<file path="config.mk">
export PLATFORM = sky130hd
export DESIGN_NAME = instruction_fetch
export DESIGN_NICKNAME = d
export VERILOG_FILES = /design/src/rtl/instruction_fetch.sv
export SDC_FILE = /design/constraint.sdc
export NUM_CORES = 1
export LEC_CHECK = 0
export ABC_AREA = 0
export CAP_MARGIN = 20
export CELL_PAD_IN_SITES_DETAIL_PLACEMENT = 0
export CELL_PAD_IN_SITES_GLOBAL_PLACEMENT = 2
export CORE_MARGIN = 2
export CORE_UTILIZATION = 30
export CTS_BUF_LIST = sky130_fd_sc_hd__clkbuf_2 sky130_fd_sc_hd__clkbuf_4 sky130_fd_sc_hd__clkbuf_8
export DETAILED_ROUTE_END_ITERATION = 10
export PLACE_DENSITY_LB_ADDON = 0.05
export SLEW_MARGIN = 5
export SYNTH_ARGS = -nofsm -noshare
export SYNTH_HDL_FRONTEND = slang
export SYNTH_SLANG_ARGS = --single-unit
export TNS_END_PERCENT = 100
</file>
<file path="constraint.sdc">
create_clock -name CLK -period 10.9 [get_ports CLK]
set_input_delay 2.725 -clock CLK [delete_from_list [all_inputs] [get_ports CLK]]
set_output_delay 2.725 -clock CLK [all_outputs]
set_load 0.02 [all_outputs]
</file>
<file path="src/rtl/instruction_fetch.sv">
// -----------------------------------------------------------------------------
// instruction_fetch
// Fetch unit that issues single outstanding reads to instruction memory and
// feeds a 2-entry {word, address} buffer towards the decode stage.
//
// Ports
//   CLK          single clock, rising-edge
//   RESET        synchronous active-high reset
//   MEM_ADDR     fetch address (FPC, or the stale address while discarding)
//   MEM_RD       read request, high in REQ and DISCARD
//   MEM_ACK      memory returns valid data on MEM_DIN this cycle
//   MEM_DIN      instruction word from memory
//   INSTR        word at buffer head, zero when empty
//   INSTR_VALID  buffer non-empty
//   INSTR_READY  decode accepts the head this cycle
//   PC_OUT       address of the head word, zero when empty
//   JUMP         redirect fetch to JUMP_ADDR and flush everything in flight
//   JUMP_ADDR    jump target
//   SKIP         drop the instruction following the one popped this cycle
//   HALT         suppress new memory requests
// -----------------------------------------------------------------------------
module instruction_fetch #(
   parameter logic [15:0] RESET_VECTOR = 16'h0000
) (
   input  logic        CLK,
   input  logic        RESET,
   output logic [15:0] MEM_ADDR,
   output logic        MEM_RD,
   input  logic        MEM_ACK,
   input  logic [15:0] MEM_DIN,
   output logic [15:0] INSTR,
   output logic        INSTR_VALID,
   input  logic        INSTR_READY,
   output logic [15:0] PC_OUT,
   input  logic        JUMP,
   input  logic [15:0] JUMP_ADDR,
   input  logic        SKIP,
   input  logic        HALT
);

   typedef enum logic [1:0] {IDLE, REQ, DISCARD} state_t;

   state_t      state;
   state_t      state_nxt;
   logic [15:0] fpc;
   logic [15:0] old_addr;
   logic [15:0] word0, addr0, word1, addr1;
   logic [1:0]  count;
   logic        pend_skip;

   logic pop;
   logic ack_req;
   logic skip_pop;
   logic wr;

   assign pop      = (count != 2'd0) & INSTR_READY;
   assign ack_req  = (state == REQ) & MEM_ACK;
   assign skip_pop = pop & SKIP;
   // A word arriving in the same cycle as a skip-pop at count 1 is exactly the
   // instruction to be skipped, so it is dropped here instead of arming
   // pend_skip. At count 2 no request can be outstanding.
   assign wr       = ack_req & ~JUMP & ~pend_skip & ~skip_pop;

   // state register
   always_ff @(posedge CLK) begin
      if (RESET) state <= IDLE;
      else       state <= state_nxt;
   end

   // next-state logic
   always_comb begin
      state_nxt = state;
      case (state)
         IDLE: begin
            if ((count != 2'd2) && !HALT && !JUMP) state_nxt = REQ;
         end
         REQ: begin
            if (JUMP)         state_nxt = MEM_ACK ? IDLE : DISCARD;
            else if (MEM_ACK) state_nxt = IDLE;
         end
         DISCARD: begin
            if (MEM_ACK) state_nxt = IDLE;
         end
         default: state_nxt = IDLE;
      endcase
   end

   // outputs: while discarding, the bus keeps the address of the abandoned
   // request even though FPC already holds the jump target
   always_comb begin
      MEM_RD   = (state == REQ) || (state == DISCARD);
      MEM_ADDR = (state == DISCARD) ? old_addr : fpc;
   end

   assign INSTR_VALID = (count != 2'd0);
   assign INSTR       = INSTR_VALID ? word0 : 16'h0000;
   assign PC_OUT      = INSTR_VALID ? addr0 : 16'h0000;

   // control state: fetch pointer, occupancy, pending skip
   always_ff @(posedge CLK) begin
      if (RESET) begin
         fpc       <= RESET_VECTOR;
         count     <= 2'd0;
         pend_skip <= 1'b0;
      end else if (JUMP) begin
         fpc       <= JUMP_ADDR;
         count     <= 2'd0;
         pend_skip <= 1'b0;
      end else begin
         if (ack_req) fpc <= fpc + 16'd1;
         if (ack_req && pend_skip)
            pend_skip <= 1'b0;
         else if (skip_pop && (count == 2'd1) && !ack_req)
            pend_skip <= 1'b1;
         if (skip_pop)
            count <= 2'd0;
         else if (pop && !wr)
            count <= count - 2'd1;
         else if (wr && !pop)
            count <= count + 2'd1;
      end
   end

   // buffer contents; validity is carried by count alone
   always_ff @(posedge CLK) begin
      if (JUMP) begin
         if (state == REQ) old_addr <= fpc;
      end else if (!skip_pop) begin
         case ({pop, wr})
            2'b10: begin
               word0 <= word1;
               addr0 <= addr1;
            end
            2'b01: begin
               if (count == 2'd0) begin
                  word0 <= MEM_DIN;
                  addr0 <= fpc;
               end else begin
                  word1 <= MEM_DIN;
                  addr1 <= fpc;
               end
            end
            2'b11: begin
               if (count == 2'd1) begin
                  word0 <= MEM_DIN;
                  addr0 <= fpc;
               end else begin
                  word0 <= word1;
                  addr0 <= addr1;
                  word1 <= MEM_DIN;
                  addr1 <= fpc;
               end
            end
            default: ;
         endcase
      end
   end

endmodule

</file>
==> results of run 1 <==
[final cells by class]
type | instances | area (um^2)
fill | 1429 | 8811
sequential | 101 | 2823
multi-input combinational | 206 | 1546
timing repair buffer | 93 | 918.4
tap | 184 | 230.2
clock buffer | 9 | 123.9
inverter | 11 | 41.29
clock inverter | 7 | 40.04
[layout by cell type (no fill, tap or decap), types with 6 or more instances in the layout]
cell and instances:
clkbuf_8 9, xor2_1 7, edfxtp_1 80, a22o_1 32
ha_1 12, nor2_1 15, dfxtp_1 21, a211oi_1 6
nor2b_1 35, o21ai_0 10, nand3_1 8, mux2_2 15
clkdlybuf4s50_1 88, nand2_1 12, inv_1 11
[power breakdown]
part	switching [W]	total [W]	leakage [nW]	internal (W)
Sequential	0.0000113	0.000436	0.904	0.000425
Combinational	0.0000353	0.0000724	0.936	0.0000371
Clock	0.000135	0.000216	0.0781	0.0000811
Total	0.000181	0.000725	1.92	0.000543
[registers in the layout (all words and copies together) (netlist names)]
register / count
old_addr: 16
addr0: 16
count: 2
word0: 16
word1: 16
state: 2
fpc: 16
addr1: 16
pend_skip: 1
[critical path, cell delays in order (launching register included)]
cell,delay (ps)
dfxtp_1,360
inv_1,90
ha_1,780
mux2_2,440
clkdlybuf4s50_1,540
[per-stage QoR]
| step | total power, W | utilization [%] | hold slack, ps | worst slack (ps) |
|---|---|---|---|---|
| 4_1_cts | 0.0007344 | 39.38 | 533.0 | 5512 |
| 6_report | 0.0007246 | 39.38 | 534.4 | 5575 |
| 5_1_grt | 0.0007569 | 39.38 | 547.9 | 5430 |
| 3_5_place_dp | 0.0005196 | 38.25 | 516.4 | 5373 |
| 3_3_place_gp | 0.0005190 | 38.25 | 509.8 | 5477 |
| 2_1_floorplan | 0.0004779 | - | 420.2 | 4278 |
[routing by layer]
layer,global-route usage [%],vias up
met2,19.73,75
met4,5.430,0
met5,0,-
met1,17.73,1347
met3,3.229,10
li1,-,1437
[worst min path at each step]
stage	depth (start not counted)	start	slack (ps)	endpoint
after floorplan	0	fpc[2]$_SDFFE_PP0P_	420	addr1[2]$_DFFE_PP_
after global placement	2	state[1]$_SDFFE_PP0P_	510	state[1]$_SDFFE_PP0P_
after detailed placement	2	state[0]$_SDFFE_PP0P_	520	state[0]$_SDFFE_PP0P_
after CTS	2	state[0]$_SDFFE_PP0P_	530	state[0]$_SDFFE_PP0P_
after global routing	2	state[0]$_SDFFE_PP0P_	550	state[0]$_SDFFE_PP0P_
final	2	state[0]$_SDFFE_PP0P_	530	state[0]$_SDFFE_PP0P_
[logic make-up after synthesis]
group	count (synthesis)
xor gates and xnor gates	12
DFF	101
muxes	16
and+or+nand+nor	98
adders and majority gates	12
buffers and inverters	32
AOI/OAI and AO/OA	68
==> results.yml, run 1 <==
outcome:
  outcome: "completed"
synthesis:
  synth_xor_xnor_area_share_pct: 2.348
  synth_common_cells: "edfxtp_1, nor2b_1, a22o_1"
  synthDominantCellAreaShare_pct: 53.68
  synth_cells: 339
  ys_ff_latch: 101
  synth_top_family_by_area: "simple AND/OR/NAND/NOR gates"
  synth.distinct_cells: 41
  yosysSeqAreaShare_pct: 63.07
  synthAdderAreaFrac_pct: 3.355
  synth_area_leader_cell: "edfxtp_1"
  synth_compound_area_share_pct: 11.74
  synth_edf_count: 80
  avgSynthCellArea_um2: 13.20
  ys_async_sr_fraction_pct: 0
  yosys_warnings: 0
  synthMuxAreaShare_pct: 3.998
  syn_nets: 390
  syn_area_um2: 4476
  synth_ff_type: "edfxtp_1"
  synth-simple-area-share_pct: 12.52
  yosysMostFrequentCell: "edfxtp_1"
  synth_area_leaders: "edfxtp_1, dfxtp_1, a22o_1, nor2b_1, mux2_2"
cells_and_area:
  fin_area_um2: 5723
  fin_nets: 473
  num_antenna_cells: 0
  syn2layout_area_growth_pct: 27.87
  drive_above_1_share_pct: 10.07
  layout.cells.non_filler: 611
sta:
  rsz0062_at_grt: "no"
  slew-limit-headroom_pct: 37.08
  maxSlewViolCount: 0
  tns_ps: 0
  fmax_mhz: 187.8
  setup_viol: 0
  worst_slew_pin_slew_ps: 943.8
  skew_ps: 17.01
  final.period_utilization_pct: 48.85
  hold_viol_final: 0
  min_period_ps: 5325
drt:
  ant_nets: 0
  dr.max_layer_used: "met4"
  avgViaCountPerCell: 4.696
  wl_mm: 9.997
  vias: 2869
  dr_wl_met2_mm: 4.500
  wl_per_cell_um: 16.36
  drtIter0Drc: 204
  drtPass1Iterations: 6
  drc: 0
  wl_met1_mm: 4.871
  routed-wl-met3_um: 460
cts:
  insertion_delay_ps: 390
  cts_setup_buffers: 0
  clkSinkCount: 101
  cts.reportedPaths.clkPinSlew_ps: 100
  cts_buffers: 9
  htreeDepth: 3
  cts_tree: "built"
  clk_path_buf_depth: 2
  cts_hold_buffers: 0
  cts_resized: 0
  ctsRootBufferMaster: "clkbuf_8"
global_routing:
  grt_max_degree: 36
  grt.total_usage_pct: 12.99
  gr-total-overflow: 0
  antenna_found_initial: 0
  grt_pass1_wl_mm: 15.84
  grt_pass1_vias: 2837
die:
  floorplan.initialDensity_pct: 30.79
  die_x_um: 126.1
  die_area_um2: 15910
  num_io_pins: 89
  core_um2: 14530
  die_h_um: 126.1
  num_rows: 44
placement:
  hpwl_mm: 6.698
  dp_cells: 595
  portBuffers: 88
  gp_congestion: 0.7544
  place_area_um2: 5559
power:
  p_leak_nw: 1.918
  ir_worst_vdd_uv: 46.12
  power_density_nw_per_um2: 126.6
critical_path:
  reg2reg_slack_ps: 7680
  crit_path_end_kind: "output port"
  rr_endpoint: "word1[0]$_DFFE_PP_"
  path_max_fanout: 19
  rr_startpoint: "count[0]$_SDFFE_PP0P_"
  critPathArrivalTime_ps: 2600
  r2r.worst_path.cells: 13
  worstSetupStartpoint: "state[0]$_SDFFE_PP0P_"
  endpoint: "MEM_ADDR[6]"
  crit_type: "reg -> out"
  required_ps: 8180
  cp-start-kind: "flip-flop"
hold_path:
  holdCritPathClass: "reg -> reg"
run:
  max_cap_violations: 0
(Power assumes the default switching activity.)
==> run 2: changes to the inputs <==
Clock period 10.9 ns to 4.95 ns, I/O delays scaled along.
==> run 2 against run 1 <==
  * Sequential share of layout area is 0.43 points lower
  * Global-route usage barely moved
  * Via count grew 0.73%
  * Cell area rose by 0.87%
  * Critical path depth is the same
  * Total power grew 130%
  * Core utilization is 0.34 points higher
  * Largest power group unchanged
  * Highest routed layer unchanged
==> results.yml, run 2 (synthesis gave the netlist of run 1 again) <==
outcome:
  outcome: "completed"
drt:
  ant_nets: 0
  wl_mm: 9.952
  vias: 2890
  drc: 0
  drtIter0Drc: 135
  avgViaCountPerCell: 4.715
  wl_per_cell_um: 16.23
  drtPass1Iterations: 4
critical_path:
  crit_path_end_kind: "output port"
  path_max_fanout: 19
  critPathArrivalTime_ps: 2610
  worstSetupStartpoint: "state[0]$_SDFFE_PP0P_"
  required_ps: 3710
  crit_type: "reg -> out"
  rr_startpoint: "count[0]$_SDFFE_PP0P_"
  r2r.worst_path.cells: 11
  reg2reg_slack_ps: 1740
  cp-start-kind: "flip-flop"
  endpoint: "MEM_ADDR[7]"
  rr_endpoint: "addr0[4]$_DFFE_PP_"
power:
  p_leak_nw: 1.949
  ir_worst_vdd_uv: 118.3
  power_density_nw_per_um2: 287.1
sta:
  rsz0062_at_grt: "no"
  holdWs_ps: 537.6
  maxSlewViolCount: 0
  min_period_ps: 3850
  worst_slew_pin_slew_ps: 985.1
  setup_viol: 0
  fmax_mhz: 259.8
  slew-limit-headroom_pct: 34.32
  hold_viol_final: 0
  skew_ps: 10.18
  final.period_utilization_pct: 77.77
  tns_ps: 0
global_routing:
  antenna_found_initial: 0
  grt_pass1_vias: 2791
  grt_pass1_wl_mm: 15.67
  grt_max_degree: 33
  grt.total_usage_pct: 12.95
  gr-total-overflow: 0
hold_path:
  hp-start: "state[1]$_SDFFE_PP0P_"
  holdCritPathClass: "reg -> reg"
  whs_path_depth: 2
cells_and_area:
  drive_above_1_share_pct: 10.96
  final_common_cell: "clkdlybuf4s50_1"
  fin_nets: 475
  num_antenna_cells: 0
  layout_common_cells: "clkdlybuf4s50_1, edfxtp_1, nor2b_1, a22o_1, dfxtp_1"
  syn2layout_area_growth_pct: 28.99
placement:
  gp_congestion: 0.7424
  hpwl_mm: 6.878
  portBuffers: 88
cts:
  cts.reportedPaths.clkPinSlew_ps: 100
  insertion_delay_ps: 380
  cts_setup_buffers: 0
  htreeDepth: 3
  clkSinkCount: 101
  cts_buffers: 9
  cts_hold_buffers: 0
  ctsRootBufferMaster: "clkbuf_8"
  cts_tree: "built"
  cts_resized: 0
  clk_path_buf_depth: 2
die:
  floorplan.initialDensity_pct: 30.79
  core_um2: 14530
  num_rows: 44
  num_io_pins: 89
  die_x_um: 126.1
  die_h_um: 126.1
  die_area_um2: 15910
run:
  max_cap_violations: 0
==> run 2: cell count changes in the layout (fill, tap and decap cells not counted) <==
cell,previous run,this run
bufinv_16,0,1
inv_6,1,0
buf_4,5,7
inv_8,0,1
clkinvlp_4,2,1
clkinv_4,0,2
clkinv_1,3,1
==> run 2: layer usage <==
metal / routed length (um) / part of all wire (%) / GRT usage [%] / vias to the layer above
met5: 0 / 0 / 0 / -
met4: 218 / 2.2 / 6.399 / 0
met3: 468 / 4.7 / 2.889 / 13
met2: 4550 / 46 / 20.21 / 72
met1: 4715 / 47 / 17.03 / 1370
li1: - / - / - / 1435
==> run 2: worst min-delay path by stage <==
stage | end | slack, ps
floorplan | addr1[2]$_DFFE_PP_ | 420
global placement | state[1]$_SDFFE_PP0P_ | 510
detailed placement | state[1]$_SDFFE_PP0P_ | 520
CTS | state[1]$_SDFFE_PP0P_ | 540
global route | word0[12]$_DFFE_PP_ | 560
finish | state[1]$_SDFFE_PP0P_ | 540
==> run 2: power by group <==
part	internal [W]	leakage (nW)	total, W	switching, W
registers	0.000936	0.904	0.000961	0.0000254
clock network	0.000236	0.0988	0.000536	0.000299
logic	0.0000826	0.946	0.000160	0.0000777
total	0.00126	1.95	0.00166	0.000402
==> run 2: stage by stage <==
| stage | cells | cell area (um^2) | setup slack, ps | total power, W | utilization, % |
|---|---|---|---|---|---|
| finish | 613 | 5773 | 1100 | 0.001658 | 39.72 |
| global route | 613 | 5773 | 968.5 | 0.001731 | 39.72 |
| CTS | 613 | 5773 | 1065 | 0.001684 | 39.72 |
| detailed placement | 597 | 5574 | 937.7 | 0.001145 | 38.35 |
| global placement | 597 | 5574 | 1020 | 0.001144 | 38.35 |
| floorplan | 339 | 4481 | 896.2 | 0.001052 | - |
==> run 2: area by class of cell <==
type | count | area, um^2
inverter | 11 | 41.29
sequential | 101 | 2823
clock inverter | 7 | 75.07
tap | 184 | 230.2
fill | 1433 | 8761
multi-input combinational | 206 | 1546
timing repair buffer | 95 | 933.4
clock buffer | 9 | 123.9
==> run 2: worst max-delay path, cell delays in order, from the launching register on <==
cell,delay (ps)
dfxtp_1,350
inv_1,80
ha_1,810
mux2_2,440
clkdlybuf4s50_1,540
